`src/rtl/reg_file_ctrl.sv`:
```
// ============================================================================
//  Module   : reg_file_ctrl
//  Purpose  : Byte-stream command front-end for register_file (write/read
//             frames in, WrEn/RdEn strobes out, read data returned on tx port).
//  Revision : 1.0  initial release
// ============================================================================
`default_nettype none

module reg_file_ctrl #(
    parameter int          ADDR_WIDTH = 3,
    parameter int          MEM_DEPTH  = 8,
    parameter int          MEM_WIDTH  = 16,
    parameter logic [7:0]  CMD_WR     = 8'hAA,
    parameter logic [7:0]  CMD_RD     = 8'hBB
) (
    input  logic                  clk,
    input  logic                  rst,
    input  logic [7:0]            rx_data,
    input  logic                  rx_valid,
    output logic                  rx_ready,
    output logic                  WrEn,
    output logic                  RdEn,
    output logic [ADDR_WIDTH-1:0] address,
    output logic [MEM_WIDTH-1:0]  WrData,
    input  logic [MEM_WIDTH-1:0]  RdData,
    output logic [MEM_WIDTH-1:0]  tx_data,
    output logic                  tx_valid,
    input  logic                  tx_ready,
    output logic                  err
);

    typedef enum logic [3:0] {
        IDLE   = 4'd0,
        W_ADDR = 4'd1,
        W_DLO  = 4'd2,
        W_DHI  = 4'd3,
        WRITE  = 4'd4,
        R_ADDR = 4'd5,
        READ   = 4'd6,
        R_WAIT = 4'd7,
        SEND   = 4'd8
    } state_t;

    // Address bytes are compared at 9 bits so any MEM_DEPTH up to 256 fits.
    localparam logic [8:0] DEPTH_LIMIT = 9'(MEM_DEPTH);

    state_t state;
    logic   accept;
    logic   addr_bad;

    assign rx_ready = (state == IDLE)  || (state == W_ADDR) || (state == W_DLO) ||
                      (state == W_DHI) || (state == R_ADDR);
    assign accept   = rx_valid && rx_ready;
    assign addr_bad = ({1'b0, rx_data} >= DEPTH_LIMIT);

    always_ff @(posedge clk or negedge rst) begin
        if (!rst) begin
            state    <= IDLE;
            WrEn     <= 1'b0;
            RdEn     <= 1'b0;
            address  <= '0;
            WrData   <= '0;
            tx_data  <= '0;
            tx_valid <= 1'b0;
            err      <= 1'b0;
        end else begin
            // Strobes and err are single-cycle pulses unless re-armed below.
            WrEn <= 1'b0;
            RdEn <= 1'b0;
            err  <= 1'b0;

            case (state)
                IDLE: begin
                    if (accept) begin
                        if (rx_data == CMD_WR) begin
                            state <= W_ADDR;
                        end else if (rx_data == CMD_RD) begin
                            state <= R_ADDR;
                        end else begin
                            err <= 1'b1;
                        end
                    end
                end

                W_ADDR: begin
                    if (accept) begin
                        if (addr_bad) begin
                            err   <= 1'b1;
                            state <= IDLE;
                        end else begin
                            address <= rx_data[ADDR_WIDTH-1:0];
                            state   <= W_DLO;
                        end
                    end
                end

                W_DLO: begin
                    if (accept) begin
                        WrData[7:0] <= rx_data;
                        state       <= W_DHI;
                    end
                end

                W_DHI: begin
                    if (accept) begin
                        WrData[15:8] <= rx_data;
                        WrEn         <= 1'b1;
                        state        <= WRITE;
                    end
                end

                WRITE: begin
                    state <= IDLE;
                end

                R_ADDR: begin
                    if (accept) begin
                        if (addr_bad) begin
                            err   <= 1'b1;
                            state <= IDLE;
                        end else begin
                            address <= rx_data[ADDR_WIDTH-1:0];
                            RdEn    <= 1'b1;
                            state   <= READ;
                        end
                    end
                end

                READ: begin
                    state <= R_WAIT;
                end

                // register_file presents RdData during this cycle.
                R_WAIT: begin
                    tx_data  <= RdData;
                    tx_valid <= 1'b1;
                    state    <= SEND;
                end

                SEND: begin
                    if (tx_ready) begin
                        tx_valid <= 1'b0;
                        state    <= IDLE;
                    end
                end

                default: begin
                    state <= IDLE;
                end
            endcase
        end
    end

endmodule

`default_nettype wire

```
`config.mk`:
```
export PLATFORM = sky130hd
export DESIGN_NAME = reg_file_ctrl
export DESIGN_NICKNAME = d
export VERILOG_FILES = /design/src/rtl/reg_file_ctrl.sv
export SDC_FILE = /design/constraint.sdc
export NUM_CORES = 1
export LEC_CHECK = 0
export BUFFER_PORTS_ARGS = -buffer_cell sky130_fd_sc_hd__buf_4
export CAP_MARGIN = 20
export CORE_ASPECT_RATIO = 1.5
export CORE_MARGIN = 3
export CORE_UTILIZATION = 50
export CTS_BUF_LIST = sky130_fd_sc_hd__clkbuf_4
export DETAILED_ROUTE_END_ITERATION = 16
export PLACE_DENSITY = 0.83
export SETUP_SLACK_MARGIN = 0.5
export SYNTH_ARGS = -nofsm -noshare
export SYNTH_HDL_FRONTEND = slang
export SYNTH_SLANG_ARGS = --single-unit
```
`constraint.sdc`:
```
create_clock -name clk -period 1.7 [get_ports clk]
set_input_delay 0.255 -clock clk [delete_from_list [all_inputs] [get_ports clk]]
set_output_delay 0.255 -clock clk [all_outputs]
set_load 0.005 [all_outputs]
```
==> reports/metrics.cfg <==
[status]
status = complete, no violations

[drt]
route.detailed.wl_per_inst_um = 18.0
drc = 0
vias_per_cell = 5.45
wirelength_mm = 5.18
drt_iter0_markers = 47
drtAntennaViolNets = 0
first_pass_iters = 4
via_count = 1565

[clock_network]
tritoncts = done
worst_skew_pair.late_latency_ns = 0.36
ctsLongestPathBuffers = 2
cts_num_sinks = 43
clockRootBuffer = clkbuf_4
htreeDepth = 2
clk_pin_slew_ns = 0.13
cts_made_buffers = 5

[synthesis]
synth_fa_ha_area_frac = 0
synthSimpleGateAreaFrac = 0.169
synth-compound-area-share = 0.0430
yosysSeqAreaShare = 0.587
synth.cell_area_um2 = 1830
synth-xor-area-share = 0.00478
synth.distinct_cells = 32
synth_top_family_by_area = multiplexers
avgSynthCellArea_um2 = 12.5
synth_seq_cells = 43
synth_mux_area_frac = 0.172
yosys_warnings = 0
synthCells = 147
synth_nets = 175

[timing]
hold_viol_final = 0
finalSetupTns_ns = 0
slew_violations = 0
max-slew-margin-rel = 0.645
period_needed_ns = 1.53
whs_ns = 0.114
worst_slack_ns = 0.168
period_share = 0.901
worstMarginPinSlew_ns = 0.532
fmax_mhz = 653
rsz0062_at_grt = true
setup_viol = 0
finClkSkew_ns = 0.0123

[layout]
mostFrequentLayoutCells = buf_4, dfrtp_1, nand2_1
multi_input_area_um2 = 827
n_fill_cell = 192
area_growth_pct = 55.5
diodes = 0
regArea_um2 = 1080
drive_above_1_share = 0.608
mostFrequentLayoutCell = buf_4
layout.cells.non_filler = 287
nets = 272

[global_route]
grt_pass1_wl_mm = 8.46
track_usage = 0.247
grt_max_degree = 44
grt_pass1_vias = 1737
overflow = 0
antenna_found_initial = 0

[placed_design]
place_hpwl_mm = 3.18
place.gp.congestion = 0.858
placedCellCount = 257
port_buffers = 67
pre_cts_slack_ns = 0.00610

[run]
cap_violations = 0

[floorplan]
ios = 68
initial_core_util = 0.531
rows = 26
dieArea_um2 = 4440
die_x_um = 55.4
die_y_um = 80.1
core-area_um2 = 3450

[critical_path]
cp.arrival_ns = 1.79
worst_ep_required_time_ns = 1.96
critPathMaxFanout = 4
setup.worst_path.start_class = flop
worst_setup_path_end_kind = flop
r2r_slack_ns = 0.17
worstSetupPathType = reg -> reg

[pwr]
power_density_nw_per_um2 = 708
ir_drop_uv = 822
leakage_nw = 1.43
finalPower_w = 0.00202

[min_path]
hp-class = in -> reg

per-layer routing:
metal	global-route usage	up-vias	share of wire
met5	0	-	0
met1	0.256	767	0.35
met3	0.0675	15	0.064
met4	0.0925	0	0.030
met2	0.468	78	0.56
li1	-	705	-
flip-flops by register name, summed over array words and instances (netlist names):
register,count
WrData,16
tx_data,16
state,4
address,3
RdEn,1
WrEn,1
err,1
tx_valid,1
cells in the mapped netlist:
library cell | n | area [um2]
mux2_2 | 24 | 270
buf_6 | 1 | 11.3
o21ai_0 | 3 | 15.0
o31a_1 | 1 | 8.76
nand3_1 | 1 | 5.00
and2_2 | 1 | 7.51
buf_2 | 5 | 25.0
nand3_2 | 1 | 10.0
inv_1 | 1 | 3.75
nand2_1 | 31 | 116
nand2b_1 | 3 | 18.8
nand3b_1 | 1 | 7.51
or3_1 | 2 | 12.5
inv_2 | 1 | 3.75
a21oi_1 | 5 | 25.0
and4b_1 | 1 | 10.0
nor2_1 | 3 | 11.3
xor2_1 | 1 | 8.76
nand2b_4 | 1 | 13.8
and3_4 | 1 | 11.3
mux2_4 | 3 | 45.0
o31ai_1 | 1 | 7.51
nor4b_4 | 1 | 23.8
dfrtp_1 | 43 | 1080
nand4_1 | 1 | 6.26
a211o_1 | 1 | 8.76
nor3_1 | 3 | 15.0
or4_4 | 1 | 11.3
a31oi_1 | 1 | 6.26
nand4b_1 | 2 | 17.5
nor2_4 | 1 | 11.3
a211oi_1 | 1 | 7.51
logic make-up (layout without fill, tap and decap cells):
family | Yosys count | after routing
xor+xnor | 1 | 1
flops | 43 | 43
simple gates | 55 | 56
compound gates | 13 | 13
buf+inv | 8 | 105
mux | 27 | 27
cell type report:
class | count | share of cell area
Multi-Input combinational cell | 97 | 0.290
Timing Repair inverter | 1 | 0.00220
Timing Repair Buffer | 94 | 0.279
Sequential cell | 43 | 0.379
Inverter | 2 | 0.00439
Clock inverter | 3 | 0.0136
Tap cell | 42 | 0.0185
Clock buffer | 5 | 0.0132
report_power, final:
| part | switching, W | internal (W) |
|---|---|---|
| clock | 0.000326 | 0.000303 |
| combinational | 0.000110 | 0.000175 |
| sequential | 0.0000319 | 0.00107 |
| total | 0.000468 | 0.00155 |
critical path, cell delays in order, from the launching register on:
cell and delay, ns:
dfrtp_1 0.45, nand2b_4 0.18, nor4b_4 0.28, buf_4 0.21
mux2_4 0.31
path summary, 6_finish.rpt:
kind                            start          to  cells after the start
min reg2reg                WrData[14]  WrData[14]                      2
max                          state[3]   WrData[6]                      4
max in group asynchronous         rst    state[0]                      2
max reg2reg                  state[3]   WrData[6]                      4
min in group asynchronous         rst  tx_data[3]                      2
min                         RdData[5]  tx_data[5]                      2
repair_timing:
action,CTS,global route
buffers inserted,9,8
hold buffers,1,0
cloned,4,0
resized for setup,30,13
endpoints found under the setup margin,42,55
pin swaps,5,6
endpoints found under the hold margin,43,0
stage by stage:
step | utilization | area (um2)
5_1_grt | 0.826 | 2850
3_3_place_gp | 0.700 | 2410
2_1_floorplan | - | 1850
6_report | 0.826 | 2850
3_5_place_dp | 0.700 | 2410
4_1_cts | 0.795 | 2740
Note: power is estimated with default switching activity, not from simulation.
